File: src/rtl/frac_pkg.sv
// Shared types and constants for the fractional-search sequencer.
package frac_pkg;

   localparam int BLK_ROWS = 8;
   localparam int ROW_W    = $clog2(BLK_ROWS);
   localparam int PIX_W    = 64;
   localparam int MV_W     = 3;

   typedef enum logic [2:0] {
      ST_IDLE,
      ST_FETCH,
      ST_DRAIN,
      ST_OUT,
      ST_FIN
   } state_t;

endpackage

File: src/rtl/frac_row_fetch.sv
// Row/block address generation for the two row memories, plus the
// read-strobe to engine input_ready alignment flop.
module frac_row_fetch
   import frac_pkg::*;
#(
   parameter int ADDR_W = 10,
   parameter int CNT_W  = 6
) (
   input  logic              clk,
   input  logic              reset,
   input  logic              load,
   input  logic [ADDR_W-1:0] base_addr,
   input  logic              fetch,
   input  logic              blk_next,
   output logic              mem_rd_en,
   output logic [ADDR_W-1:0] mem_rd_addr,
   output logic              eng_input_ready,
   output logic              last_row,
   output logic [CNT_W-1:0]  blk_idx
);

   logic [ADDR_W-1:0] base_q;
   logic [ROW_W-1:0]  row;

   always_ff @(posedge clk or negedge reset) begin
      if (!reset) begin
         base_q          <= '0;
         row             <= '0;
         blk_idx         <= '0;
         eng_input_ready <= 1'b0;
      end else begin
         eng_input_ready <= fetch;
         if (load) begin
            base_q  <= base_addr;
            row     <= '0;
            blk_idx <= '0;
         end else if (blk_next) begin
            blk_idx <= blk_idx + 1'b1;
            row     <= '0;
         end else if (fetch) begin
            row <= row + 1'b1;
         end
      end
   end

   // {blk_idx, row} is 8*b + r; the cast and add wrap modulo 2^ADDR_W
   always_comb begin
      mem_rd_en   = fetch;
      mem_rd_addr = fetch ? (base_q + ADDR_W'({blk_idx, row})) : '0;
      last_row    = (row == ROW_W'(BLK_ROWS - 1));
   end

endmodule

File: src/rtl/frac_search_ctrl.sv
// Sequencer for the quarter-pel fractional search engine: streams 8 row
// pairs per block, waits the engine latency, presents the mv on valid/ready.
module frac_search_ctrl
   import frac_pkg::*;
#(
   parameter int ADDR_W     = 10,
   parameter int CNT_W      = 6,
   parameter int RESULT_LAT = 1
) (
   input  logic              clk,
   input  logic              reset,
   input  logic              start,
   input  logic [ADDR_W-1:0] base_addr,
   input  logic [CNT_W-1:0]  num_blks,
   output logic              busy,
   output logic              done,
   output logic              mem_rd_en,
   output logic [ADDR_W-1:0] mem_rd_addr,
   input  logic [PIX_W-1:0]  filter_rd_data,
   input  logic [PIX_W-1:0]  ref_rd_data,
   output logic [PIX_W-1:0]  eng_filter_pix,
   output logic [PIX_W-1:0]  eng_ref_pix,
   output logic              eng_input_ready,
   input  logic [MV_W-1:0]   eng_mvx,
   input  logic [MV_W-1:0]   eng_mvy,
   output logic              res_valid,
   input  logic              res_ready,
   output logic [MV_W-1:0]   res_mvx,
   output logic [MV_W-1:0]   res_mvy,
   output logic [CNT_W-1:0]  res_blk_idx
);

   localparam int LAT_W = (RESULT_LAT < 1) ? 1 : $clog2(RESULT_LAT + 1);

   state_t            state, state_nx;
   logic [CNT_W-1:0]  nblk_q;
   logic [CNT_W-1:0]  blk_idx;
   logic [LAT_W-1:0]  drain_cnt;
   logic              load, fetch, blk_next;
   logic              last_row, last_blk, drain_end;

   assign eng_filter_pix = filter_rd_data;
   assign eng_ref_pix    = ref_rd_data;

   frac_row_fetch #(
      .ADDR_W (ADDR_W),
      .CNT_W  (CNT_W)
   ) u_row_fetch (
      .clk             (clk),
      .reset           (reset),
      .load            (load),
      .base_addr       (base_addr),
      .fetch           (fetch),
      .blk_next        (blk_next),
      .mem_rd_en       (mem_rd_en),
      .mem_rd_addr     (mem_rd_addr),
      .eng_input_ready (eng_input_ready),
      .last_row        (last_row),
      .blk_idx         (blk_idx)
   );

   always_ff @(posedge clk or negedge reset) begin
      if (!reset) state <= ST_IDLE;
      else        state <= state_nx;
   end

   // DRAIN lasts RESULT_LAT+1 cycles: the last input_ready cycle plus the latency
   always_ff @(posedge clk or negedge reset) begin
      if (!reset) begin
         nblk_q      <= '0;
         drain_cnt   <= '0;
         res_mvx     <= '0;
         res_mvy     <= '0;
         res_blk_idx <= '0;
      end else begin
         if (load) nblk_q <= num_blks;
         if (state == ST_DRAIN) drain_cnt <= drain_cnt + 1'b1;
         else                   drain_cnt <= '0;
         if (drain_end) begin
            res_mvx     <= eng_mvx;
            res_mvy     <= eng_mvy;
            res_blk_idx <= blk_idx;
         end
      end
   end

   assign drain_end = (state == ST_DRAIN) && (drain_cnt == LAT_W'(RESULT_LAT));
   assign last_blk  = (({1'b0, blk_idx} + (CNT_W + 1)'(1)) == {1'b0, nblk_q});

   always_comb begin
      state_nx  = state;
      load      = 1'b0;
      blk_next  = 1'b0;
      fetch     = (state == ST_FETCH);
      busy      = (state == ST_FETCH) || (state == ST_DRAIN) || (state == ST_OUT);
      done      = (state == ST_FIN);
      res_valid = (state == ST_OUT);
      case (state)
         ST_IDLE: begin
            if (start) begin
               load     = 1'b1;
               state_nx = (num_blks == '0) ? ST_FIN : ST_FETCH;
            end
         end
         ST_FETCH: if (last_row) state_nx = ST_DRAIN;
         ST_DRAIN: if (drain_end) state_nx = ST_OUT;
         ST_OUT: begin
            if (res_ready) begin
               if (last_blk) begin
                  state_nx = ST_FIN;
               end else begin
                  blk_next = 1'b1;
                  state_nx = ST_FETCH;
               end
            end
         end
         ST_FIN:  state_nx = ST_IDLE;
         default: state_nx = ST_IDLE;
      endcase
   end

endmodule

File: config.mk
export PLATFORM = sky130hd
export DESIGN_NAME = frac_search_ctrl
export DESIGN_NICKNAME = d
export VERILOG_FILES = /design/src/rtl/frac_pkg.sv /design/src/rtl/frac_row_fetch.sv /design/src/rtl/frac_search_ctrl.sv
export SDC_FILE = /design/constraint.sdc
export NUM_CORES = 1
export LEC_CHECK = 0
export CAP_MARGIN = 0
export CORE_AREA = 2 2 119 121
export DETAILED_ROUTE_END_ITERATION = 8
export DIE_AREA = 0 0 121 123
export GPL_ROUTABILITY_DRIVEN = 0
export PLACE_DENSITY = 0.7
export SYNTH_ARGS = -nofsm -noshare
export SYNTH_HDL_FRONTEND = slang
export SYNTH_HIERARCHICAL = 1
export SYNTH_SLANG_ARGS = --single-unit
File: constraint.sdc
create_clock -name clk -period 2.2 [get_ports clk]
set_input_delay 0.33 -clock clk [delete_from_list [all_inputs] [get_ports clk]]
set_output_delay 0.33 -clock clk [all_outputs]
set_load 0.02 [all_outputs]
# After elaboration in Yosys (flattened, before gate mapping)
# Index checks and enable logic that the tools add are counted.
[op_classes] n_addsub=5 n_eq_ne=10 mux=19 reduce_logical=8
[op_table] operator="two-way mux 3 bit" count=9
[op_table] operator="two-way mux 6 bit" count=2
[op_table] operator="one-hot mux 3 bit (4 select lines)" count=1
[op_table] operator="adder 10 x 9 -> 10 bit" count=1
[op_table] operator="two-way mux 10 bit" count=1
[op_table] operator="adder 6 x 1 -> 7 bit, second input constant" count=1
[op_table] operator="== test 7 x 6 -> 1 bit" count=1
[op_table] operator="adder 6 x 1 -> 6 bit, second input constant" count=1
[op_table] operator="== test 3 x 2 -> 1 bit, second input constant" count=2
[op_table] operator="== test 3 bit, second input constant" count=2
[op_table] operator="zero test 6 bit" count=1
[op_table] operator="two-way mux 1 bit" count=6
[op_table] operator="inequality test 2 bit, second input constant" count=3
[op_table] operator="AND reduction 4 bit" count=1
[op_table] operator="adder 3 x 1 -> 3 bit, second input constant" count=1
[op_table] operator="== test 3 x 1 -> 1 bit, second input constant" count=1
[op_table] operator="zero test 3 bit" count=1
[op_table] operator="nonzero test 3 bit" count=1
[op_table] operator="logical OR 1 bit" count=2
[op_table] operator="inequality test 2 x 1 -> 1 bit, second input constant" count=1
[op_table] operator="nonzero test 2 bit" count=1
[op_table] operator="adder 1 bit, second input constant" count=1
[op_table] operator="logical AND 1 bit" count=1
[totals] reg_bits=42 output_inout_bits=155 wordCells=52

# Depth between registers and ports, before layout
[depth] ltp_word=7 ltp_mapped=9 ltp_nobuf=8

# Cells and area by module
# Netlist, hierarchy kept.
[by_module_without_submodules] module="frac_search_ctrl" instances=1 cells_each=217 area_each_um2=2077.0 seq_area_each_um2=550.5
[by_module_without_submodules] module="frac_row_fetch" instances=1 cells_each=121 area_each_um2=1256.2 seq_area_each_um2=500.5

# Least setup slack after synthesis
# No wires, ideal clock.
[synth_timing] path_type="reg2out" start="register u_row_fetch.row[0]" end="output mem_rd_addr[8]" t_arrival_ns=2.044 required_time_ns=1.870 path_slack_ns=-0.174 path_stages_with_launch=9 path_cell_list="dfrtp_1 -> ha_1 -> inv_1 -> fa_1 -> nand2b_1 -> a21oi_1 -> or4_1 -> a31oi_1 -> mux2i_1"
[synth_via] elab_chain_len=2
[synth_lines] element="start, declared" line="frac_row_fetch.sv:23" text="logic [ROW_W-1:0] row;"
[synth_lines] element="start signal, assigned" line="frac_row_fetch.sv:41" text="row <= row + 1'b1;"
[synth_lines] element="adder 10 x 9 -> 10 bit" line="frac_row_fetch.sv:49" text="mem_rd_addr = fetch ? (base_q + ADDR_W'({blk_idx, row})) : '0;"
[synth_lines] element="two-way mux 10 bit" line="frac_row_fetch.sv:49"
[synth_lines] element="end, declared" line="frac_search_ctrl.sv:18" text="output logic [ADDR_W-1:0] mem_rd_addr,"
# Every way passes these cells.

# Worst setup path in the final report
# Same ends and word-level chain as after synthesis.

==> run_results.csv <==
group,metric,value,unit
synthesis,syn_inst,338,
detailed_routing,drt-pass1-iter-count,4,
clocking,tritoncts,"built",
timing,finClkSkew,0.004704,ns
die,die_y,123,µm
detailed_routing,drcViolationCount,0,
detailed_routing,viasPerCell,4.296,
die,initial_core_util,24.49,%
detailed_routing,ant_nets,0,
global_route,antenna_found_initial,0,
detailed_routing,drt_iter0_markers,42,
timing,slew_headroom,63.68,%
detailed_routing,wl_per_cell,17.51,µm
hold_path,hp-class,"input pin to asynchronous set/reset pin",
global_route,grtUsageMet3,5.443,%
detailed_routing,vias,2058,
setup_path,rr_startpoint,"u_row_fetch/blk_idx[0]",
die,die_w,121,µm
setup_path,critPathLaunchType,"flop",
power_and_ir_drop,ir_drop,787.0,µV
global_route,grt_first_pass_wirelength,12380,µm
setup_path,cp_data_required_time,1.87,ns
timing,period_share,120.3,%
timing,setup_violations,7,
timing,clock.fmax,377.8,MHz
synthesis,synth_most_common_cell,"buf_4",
setup_path,crit_path_end_kind,"output port",
die,fp-row-count,43,
timing,layout_setup_ws,-0.4467,ns
global_route,gr-total-overflow,0,
synthesis,synth_edf_count,0,
synthesis,yosysWarnings,6,
clocking,cts.hold.buffers_added,0,
final_layout,n_antenna_cell,0,
status,failed_checks,"setup timing",
global_route,grt_max_degree,43,
power_and_ir_drop,pwr_density_cell,1366,mW/mm²
global_route,use_met1,10.27,%
die,core_area,0.01361,mm²
timing,maxSlewViolCount,0,
clocking,cts_sinks,42,
die,die_area,0.01488,mm²
power_and_ir_drop,p_leak,1.596,nW
setup_path,slowest_stage,"or4_4",
place,dpl.hpwl,6734,µm
clocking,htreeDepth,2,
detailed_routing,wl,8388,µm
synthesis,synth.area.top_cells,"dfrtp_1, buf_4, mux2_2",
setup_path,critPathArrivalTime,2.32,ns
place,placed_cell_area,0.003336,mm²
setup_path,crit_family,"simple AND/OR/NAND/NOR gates",
final_layout,syn2layout_area_growth,11.34,%
setup_path,path_buf_inv,2,
synthesis,ys_ff_latch,42,
synthesis,synth_top_area_share,31.53,%
flow_run,max_cap_viol_count,0,
place,portBuffers,52,
clocking,numCtsBuffers,5,
global_route,grt.total_usage,10.81,%
timing,final-hold-violation-count,0,
synthesis,ys_seq_area_share,31.53,%
setup_path,crit_fanout,2,
timing,fin_crit,2.647,ns
setup_path,r2r_cells,11,
clocking,clk_path_buf_depth,2,
synthesis,synth.cell_area,0.003333,mm²
synthesis,syn_avg_cell_area,9.862,µm²
global_route,grt_use_met2,19.49,%
synthesis,synth.distinct_cells,48,
clocking,cts_root_buf,"clkbuf_16",
setup_path,ff2ff_setup_slack,-0.02,ns
synthesis,synth-main-ff-cell,"dfrtp_1",
synthesis,synth_nets,506,
status,status,"complete, but fails checks",
timing,rsz0062_at_grt,"yes",
final_layout,drive_above_1_share,37.79,%
setup_path,slowest_delay,0.43,ns
clocking,clock_latency,0.29,ns
setup_path,regToRegEndpoint,"u_row_fetch/blk_idx[4]",
clocking,clk_pin_slew,0.06,ns
setup_path,crit_type,"flop to output port",
timing,tightest_slew,0.5449,ns
global_route,top_usage_layer,"met2",
synthesis,synthTopCellsByCount,"buf_4, dfrtp_1, mux2_2, ha_1, nand2_1",
synthesis,yosysTopAreaCell,"dfrtp_1",
timing,holdWs,0.1093,ns
final_layout,stdcell_area,0.003711,mm²
die,ioPinCount,309,
synthesis,async_reset_ff_share,100.0,%
setup_path,cp_cell_sequence,"ha_2, inv_2, fa_2, nand2b_4, a21oi_4, or4_4, a31oi_4, mux2i_2, buf_4",
global_route,first_global_vias,2236,
final_layout,fin_nets,466,
what timing repair did:
item,in CTS,in global routing
resized for setup,59,19
pin swaps,11,14
gates cloned,0,0
setup buffers,4,4
setup endpoints to repair,12,17
how the worst max path moves through the flow:
stage / startpoint / to / slack [ns] / depth (start not counted)
floorplan: u_row_fetch/row[0] / mem_rd_addr[8] / -0.11 / 8
global placement: u_row_fetch/base_q[0] / mem_rd_addr[8] / -0.70 / 9
detailed placement: u_row_fetch/base_q[0] / mem_rd_addr[8] / -0.72 / 9
CTS: u_row_fetch/base_q[0] / mem_rd_addr[8] / -0.54 / 9
global route: u_row_fetch/row[0] / mem_rd_addr[8] / -0.52 / 9
finish: u_row_fetch/row[0] / mem_rd_addr[8] / -0.45 / 9
layout make-up:
class / count / area, µm²
repair buffers: 90 / 835.8
multi-input cells: 153 / 1410
flip-flops and latches: 42 / 1051
well taps: 180 / 225.2
clock inverters: 2 / 37.54
clock buffers: 6 / 128.9
inverters: 6 / 22.52
fillers: 1405 / 9901
state kept, by name (all words and copies together) (netlist names):
| register | flops |
|---|---|
| u_row_fetch/base_q | 10 |
| state | 3 |
| u_row_fetch/blk_idx | 6 |
| drain_cnt | 1 |
| res_mvx | 3 |
| u_row_fetch/row | 3 |
| nblk_q | 6 |
| u_row_fetch/eng_input_ready | 1 |
| res_mvy | 3 |
| res_blk_idx | 6 |
power by group:
group | internal [W] | switching, W | total [W]
combinational | 0.00159 | 0.00147 | 0.00306
clock | 0.000536 | 0.000307 | 0.000843
sequential | 0.00101 | 0.000160 | 0.00117
total | 0.00313 | 0.00193 | 0.00507
metal layers:
metal | vias to the layer above | part of all wire, %
met5 | - | 0
met4 | 0 | 2.4
met3 | 24 | 12
met2 | 128 | 52
met1 | 983 | 33
li1 | 923 | -
cells by family (layout without fill, tap and decap cells):
kind of cell	count (synthesis)	count (layout)	share of synthesized area, %
and+or+nand+nor	62	62	10.59
adders and majority gates	14	14	5.481
muxes	32	32	10.62
AOI/OAI and AO/OA	29	29	6.307
DFF	42	42	31.53
buffers and inverters	143	104	31.27
xor gates and xnor gates	16	16	4.204
cell usage in the layout, fill, tap and decap left out, types with 8 or more instances in the layout:
| cell | instances |
|---|---|
| mux2_2 | 27 |
| buf_6 | 8 |
| xnor2_1 | 8 |
| buf_4 | 33 |
| clkdlybuf4s50_1 | 40 |
| dfrtp_1 | 42 |
| nor2_1 | 11 |
| ha_1 | 8 |
| nand2_1 | 11 |
through the flow:
| stage | setup WS, ns | power (W) | util, % | setup TNS [ns] | instances |
|---|---|---|---|---|---|
| 4_1_cts | -0.5404 | 0.004983 | 26.52 | -1.688 | 476 |
| 5_1_grt | -0.5182 | 0.005409 | 27.26 | -2.509 | 479 |
| 3_5_place_dp | -0.7215 | 0.003911 | 24.51 | -2.908 | 464 |
| 6_report | -0.4467 | 0.005068 | 27.26 | -1.569 | 479 |
| 3_3_place_gp | -0.7017 | 0.003837 | 24.51 | -2.810 | 464 |
| 2_1_floorplan | -0.1090 | 0.003103 | - | -0.1090 | 338 |
Power figures use the tool's default switching activity.
